File: src/rtl/ula_pkg.sv
// Shared select/mode constants and the per-bit X/Y term helpers for the 74181-style ALU.
// Optional signed-overflow output on ula_8bits is enabled by defining ULA_OVERFLOW_EN.
package ula_pkg;

    localparam logic [3:0] S_A       = 4'h0;
    localparam logic [3:0] S_OR      = 4'h1;
    localparam logic [3:0] S_OR_NB   = 4'h2;
    localparam logic [3:0] S_ONES    = 4'h3;
    localparam logic [3:0] S_A_P_ANB = 4'h4;
    localparam logic [3:0] S_OR_ANB  = 4'h5;
    localparam logic [3:0] S_SUB_M1  = 4'h6;
    localparam logic [3:0] S_ANB_M1  = 4'h7;
    localparam logic [3:0] S_A_P_AB  = 4'h8;
    localparam logic [3:0] S_ADD     = 4'h9;
    localparam logic [3:0] S_ONB_AB  = 4'hA;
    localparam logic [3:0] S_AB_M1   = 4'hB;
    localparam logic [3:0] S_DBL     = 4'hC;
    localparam logic [3:0] S_OR_P_A  = 4'hD;
    localparam logic [3:0] S_ONB_P_A = 4'hE;
    localparam logic [3:0] S_DEC     = 4'hF;

    localparam logic MODE_ARITH = 1'b0;
    localparam logic MODE_LOGIC = 1'b1;

    // X and Y are the two half-sum operands; logic mode is ~(X^Y), arithmetic mode is X+Y+c_in.
    function automatic logic [3:0] x_term(input logic [3:0] a, input logic [3:0] b,
                                          input logic [3:0] s);
        return a | (b & {4{s[0]}}) | (~b & {4{s[1]}});
    endfunction

    function automatic logic [3:0] y_term(input logic [3:0] a, input logic [3:0] b,
                                          input logic [3:0] s);
        return (a & ~b & {4{s[2]}}) | (a & b & {4{s[3]}});
    endfunction

endpackage

File: src/rtl/ula_4bits.sv
// Combinational 4-bit 74181-style slice with active-high data and carry.
import ula_pkg::*;

module ula_4bits (
    input  logic [3:0] a,
    input  logic [3:0] b,
    input  logic [3:0] s,
    input  logic       m,
    input  logic       c_in,
    output logic [3:0] f,
    output logic       c_out
);

    logic [3:0] x;
    logic [3:0] y;
    logic [4:0] sum;

    always_comb begin
        x   = x_term(a, b, s);
        y   = y_term(a, b, s);
        sum = {1'b0, x} + {1'b0, y} + {4'b0000, c_in};
        if (m == MODE_LOGIC) begin
            f     = ~(x ^ y);
            c_out = 1'b0;
        end else begin
            f     = sum[3:0];
            c_out = sum[4];
        end
    end

endmodule

File: src/rtl/ula_8bits.sv
// 8-bit 74181-style ALU: two ripple-carry slices with registered f, c_out and a_eq_b.
// Defining ULA_OVERFLOW_EN adds the registered signed-overflow output ovf.
import ula_pkg::*;

module ula_8bits (
    input  logic       clk,
    input  logic       rst,
    input  logic [7:0] a,
    input  logic [7:0] b,
    input  logic [3:0] s,
    input  logic       m,
    input  logic       c_in,
    output logic [7:0] f,
    output logic       c_out,
`ifdef ULA_OVERFLOW_EN
    output logic       ovf,
`endif
    output logic       a_eq_b
);

    logic [3:0] f_lo;
    logic [3:0] f_hi;
    logic       c_mid;
    logic       c_hi;
    logic [7:0] f_next;

    ula_4bits u_slice0 (
        .a     (a[3:0]),
        .b     (b[3:0]),
        .s     (s),
        .m     (m),
        .c_in  (c_in),
        .f     (f_lo),
        .c_out (c_mid)
    );

    ula_4bits u_slice1 (
        .a     (a[7:4]),
        .b     (b[7:4]),
        .s     (s),
        .m     (m),
        .c_in  (c_mid),
        .f     (f_hi),
        .c_out (c_hi)
    );

    assign f_next = {f_hi, f_lo};

`ifdef ULA_OVERFLOW_EN
    logic [3:0] x_hi;
    logic [3:0] y_hi;
    logic       ovf_next;

    // Sign bits of the two addends are recomputed here since the slice only exports f/c_out.
    always_comb begin
        x_hi     = x_term(a[7:4], b[7:4], s);
        y_hi     = y_term(a[7:4], b[7:4], s);
        ovf_next = (m == MODE_ARITH) && (x_hi[3] == y_hi[3]) && (f_next[7] != x_hi[3]);
    end

    always_ff @(posedge clk) begin
        if (rst) begin
            ovf <= 1'b0;
        end else begin
            ovf <= ovf_next;
        end
    end
`endif

    always_ff @(posedge clk) begin
        if (rst) begin
            f      <= '0;
            c_out  <= 1'b0;
            a_eq_b <= 1'b0;
        end else begin
            f      <= f_next;
            c_out  <= c_hi;
            a_eq_b <= (f_next == 8'hFF);
        end
    end

endmodule

File: config.mk
export PLATFORM = sky130hd
export DESIGN_NAME = ula_8bits
export DESIGN_NICKNAME = d
export VERILOG_FILES = /design/src/rtl/ula_pkg.sv /design/src/rtl/ula_4bits.sv /design/src/rtl/ula_8bits.sv
export SDC_FILE = /design/constraint.sdc
export NUM_CORES = 1
export LEC_CHECK = 0
export BUFFER_PORTS_ARGS = -buffer_cell sky130_fd_sc_hd__buf_2
export CELL_PAD_IN_SITES_DETAIL_PLACEMENT = 1
export CELL_PAD_IN_SITES_GLOBAL_PLACEMENT = 2
export CORE_MARGIN = 2
export CORE_UTILIZATION = 25
export DETAILED_ROUTE_END_ITERATION = 7
export PLACE_DENSITY_LB_ADDON = 0.1
export SYNTH_ARGS = -nofsm -noshare
export SYNTH_HDL_FRONTEND = slang
export SYNTH_SLANG_ARGS = --single-unit
File: constraint.sdc
create_clock -name clk -period 4 [get_ports clk]
set_input_delay 0.8 -clock clk [delete_from_list [all_inputs] [get_ports clk]]
set_output_delay 0.8 -clock clk [all_outputs]
set_load 0.1 [all_outputs]
Yosys cells after proc, flatten, opt, wreduce, memory -nomap -nowiden
Cells that the tools add are included.

word-level totals
  register bits after elaboration = 10
  word-level logic and storage cells = 36
  output and inout bits = 10
  input bits = 24

cells by class
  bitwise operators = 24
  add/subtract/negate cells = 4
  equal/unequal tests = 1
  muxes and demuxes = 3
  reduce and logical (&&, ||, !) cells = 1

operator list
  cell                  count
  $and A4 B4 Y4         12
  $or A4 B4 Y4          6
  $not A4 Y4            4
  $add A4 B4 Y5         2
  $add A5 B1 Y5         2
  $eq A8 B8 Y1 const B  1
  $mux W4               2
  $xor A4 B4 Y4         2
  $reduce_or A2 Y1      1
  $mux W1               1

Longest topological paths before layout
  word-level depth = 10
  mapped depth = 14
  depth with buffers taken out = 14

Hierarchy
A second synthesis with hierarchy kept.

unflattened totals
  cell total of the unflattened synthesis = 96
  area, all modules = 913.4 µm²

modules (own cells, without submodules)
  module                area each (µm²)  cells each  times used
  ula_4bits (u_slice1)  311.5            37          1
  ula_4bits (u_slice0)  306.5            37          1
  ula_8bits             295.3            22          1

Worst setup path after synthesis
OpenSTA, ideal clock, no wires.

  kind = input port to flip-flop
  from = in s[0]
  to = reg a_eq_b
  setup slack = 107 ps
  cell stages on the path = 13
  arrival = 3805 ps
  required time = 3912 ps
  path buffers = 1
  cells stage by stage = clkbuf_1 -> a211o_1 -> fa_1 -> fa_1 -> a21o_1 -> a21oi_1 -> nor2_1 -> fa_1 -> inv_1 -> fa_1 -> and4bb_2 -> o21ai_1 -> nor4_2

on the way
  word-level cells in the longest chain between the ends = 9

RTL lines
  element                     RTL line         text
  start: declaration          ula_8bits.sv:10  input logic [3:0] s,
  $and A4 B4 Y4               ula_pkg.sv:28    return a | (b & {4{s[0]}}) | (~b & {4{s[1]}});
  $or A4 B4 Y4 (2 in series)  ula_pkg.sv:28
  $add A4 B4 Y5               ula_4bits.sv:21  sum = {1'b0, x} + {1'b0, y} + {4'b0000, c_in};
  $add A5 B1 Y5               ula_4bits.sv:21
  $mux W1                     ula_4bits.sv:22  if (m == MODE_LOGIC) begin
  $add A5 B1 Y5               ula_4bits.sv:21
  $mux W4                     ula_4bits.sv:22
  $eq A8 B8 Y1 (*)            ula_8bits.sv:78  a_eq_b <= (f_next == 8'hFF);
  end signal: assignment      ula_8bits.sv:78
  end: declaration            ula_8bits.sv:18  output logic a_eq_b

Mark *: on every way between the ends. The rest lies on a longest branch, timed or not.
A chain may end at the register's enable or synchronous reset.

Final worst setup path
  from = in s[1]
  to = reg a_eq_b

on the way
  word-level cells in the longest chain between the ends = 8

RTL lines
  element           RTL line
  $and A4 B4 Y4     ula_pkg.sv:28
  $or A4 B4 Y4      ula_pkg.sv:28
  $add A4 B4 Y5     ula_4bits.sv:21
  $add A5 B1 Y5     ula_4bits.sv:21
  $mux W1           ula_4bits.sv:22
  $add A5 B1 Y5     ula_4bits.sv:21
  $mux W4           ula_4bits.sv:22
  $eq A8 B8 Y1 (*)  ula_8bits.sv:78

Marked as above.

==> impl_metrics.ini <==
[status]
status = finished, final reports clean

[global_route]
grt_usage_pct = 11.7
grt_pass1_vias = 848
grt_use_met2_pct = 21.5
grtUsageMet1_pct = 14.7
grt_pass1_wl_um = 3890
top_usage_layer = met2
grt_max_degree = 17
grt_overflow_total = 0
grt_util_met3_pct = 0.514
antenna_found_initial = 0

[critical_path]
cpMostUsedCell = fa_1
slowest_delay_ps = 420
cp-end-kind = flip-flop
cp_cell_sequence = buf_2 > nor2b_1 > a211o_1 > fa_2 > fa_1 > a21o_1 > a21oi_1 > nor2_1 > fa_1 > inv_1 > fa_1 > and4bb_2 > o21ai_1 > nor4_2
crit_arrival_ps = 3950
worstPathRequired_ps = 4140
path_buf_inv = 2
cpLargestDelayFamily = adder cells
start_kind = input pin
slowest_stage = fa_1
cp.depth = 14
path_class = in -> reg
cp_max_fo = 3

[logic_synthesis]
netlist_area_um2 = 933
synth.avg_cell_area_um2 = 9.33
ys_seq_elements = 10
synth.distinct_cells = 31
synth_xor_area_share_pct = 4.69
synth_top_family_by_area = simple AND/OR/NAND/NOR gates
synth_compound_area_share_pct = 17.4
yosys.area_share.adder_pct = 19.3
synth-simple-area-share_pct = 23.7
synthCells = 100
ys_warn_count = 0
muxShareOfSynthArea_pct = 9.79
synth-seq-area-share_pct = 21.4
syn-num-nets = 136

[floorplan]
fp.dieH_um = 65.1
rows = 22
die_area_um2 = 4240
die_x_um = 65.1
io_pins = 34
start_util_pct = 25.7
coreArea_um2 = 3630

[final_layout]
fin_cells = 189
final_cell_mix = buf_2, nor2b_1, dfxtp_1
fin_nets = 178
final_common_cell = buf_2
synthToLayoutAreaGrowth_pct = 34.3
final_core_util_pct = 34.5
drive_above_1_share_pct = 36.2
diodes = 0

[power]
total_power_uw = 462
p_int_uw = 270
seq_power_share_pct = 24.6
vdd_drop_max_mv = 0.0745
p_sw_uw = 191
pwr-share-clk_pct = 25.9
cellLeakagePower_nw = 0.610
switching_share_pct = 41.5
cellPowerDensity_nw_per_um2 = 368
p_comb_share_pct = 49.5

[route]
wl_per_cell_um = 12.4
vias = 829
drt_iter0_markers = 6
drt_first_pass_iters = 4
vias_per_cell = 4.39
postRouteAntennaNets = 0
wl_um = 2340
drcViolationCount = 0

[hold_path]
min-delay-start = rst
min_to = f[6]
hold_depth = 2
worstHoldPathType = in -> reg

[timing]
tightestPinTransition_ps = 489
rsz0062_at_grt = no
period_needed_ps = 3810
clock.fmax_mhz = 263
max_slew_margin_pct = 67.6
setup_violations = 0
slew_viol_final = 0
hold_viol = 0
fin_setup_tns_ps = 0
period_share_pct = 95.2

[placed_design]
gp_congestion = 0.802
port-buffer-count = 33
dpl.hpwl_um = 2090
dp.cells = 185

[cts]
htree_num_levels = 1
clock_path_buffers = 2
clockRootBuffer = clkbuf_8
holdBufCountCts = 0
cts_buffers = 3
cts.sinks = 10
clkSlewWorstSetupHoldPaths_ps = 40
cts_tree = built

[flow_run]
drv_cap = 0
[layer usage]
metal	vias to the layer above	wire length, um
met5	-	0
met4	0	17
met3	2	95
met2	22	1150
met1	373	1080
li1	432	-
[cells in the mapped netlist]
cell       n  area (um2)
nor2b_1   15        93.8
dfxtp_1   10         200
nor2_1     9        33.8
a211o_1    8        70.1
ha_1       8         100
mux2i_1    8        80.1
inv_1      5        18.8
a21oi_1    4        20.0
fa_1       4        80.1
a211oi_1   3        22.5
xnor2_1    3        26.3
a21o_1     2        15.0
nand2b_1   2        12.5
xor2_1     2        17.5
a21oi_2    1        8.76
and2_1     1        6.26
and2b_1    1        7.51
and4bb_2   1        12.5
buf_1      1        3.75
buf_4      1        7.51
clkbuf_1   1        3.75
mux2_2     1        11.3
nand3_1    1        5.00
nor2b_2    1        8.76
nor3_1     1        5.00
nor4_2     1        12.5
nor4b_4    1        23.8
o21ai_0    1        5.00
o21ai_1    1        5.00
o21bai_1   1        7.51
o31a_1     1        8.76
[what timing repair did]
action                                  in CTS  in global routing
buffers inserted                             0                  0
resized for setup                            0                  1
endpoints found under the setup margin       0                  1
[cells by family (layout without fill, tap and decap cells)]
group           count (synthesis)  count (layout)
compound gates                 22              22
xor+xnor                        5               5
fa+ha+maj                      12              12
buf+inv                         8              49
flops                          10              10
mux                             9               9
simple gates                   34              34
[power by group through the flow]
stage | Sequential (mW) | Combinational (mW) | Clock (mW)
floorplan | 0.199 | 0.0894 | 0
global placement | 0.115 | 0.230 | 0
detailed placement | 0.116 | 0.231 | 0
CTS | 0.114 | 0.232 | 0.122
global route | 0.115 | 0.249 | 0.127
finish | 0.114 | 0.229 | 0.119
[state kept, by name, summed over array words and instances, names as in the netlist]
name / cells
a_eq_b: 1
c_out: 1
f: 8
[worst max path at each step]
stage          slack (ps)  start     end
2_1_floorplan         110   s[0]  a_eq_b
3_3_place_gp          -50   s[1]  a_eq_b
4_1_cts               120   s[1]  a_eq_b
6_report              190   s[1]  a_eq_b
3_5_place_dp         -110   s[1]  a_eq_b
5_1_grt                40   s[1]  a_eq_b
[cell type report]
| cell class | count | area, um2 |
|---|---|---|
| Inverter | 5 | 18.8 |
| Sequential cell | 10 | 200 |
| Tap cell | 48 | 60.1 |
| Fill cell | 446 | 2380 |
| Timing Repair Buffer | 40 | 218 |
| Clock buffer | 4 | 55.1 |
| Multi-Input combinational cell | 82 | 702 |
[through the flow]
step           area [um2]  hold WS [ps]  setup WS, ps
5_1_grt              1250           894          42.6
2_1_floorplan         933           967           107
4_1_cts              1250           874           121
3_5_place_dp         1200          1110          -109
6_report             1250           867           192
3_3_place_gp         1200          1110         -49.8
Note: power is estimated with default switching activity, not from simulation.
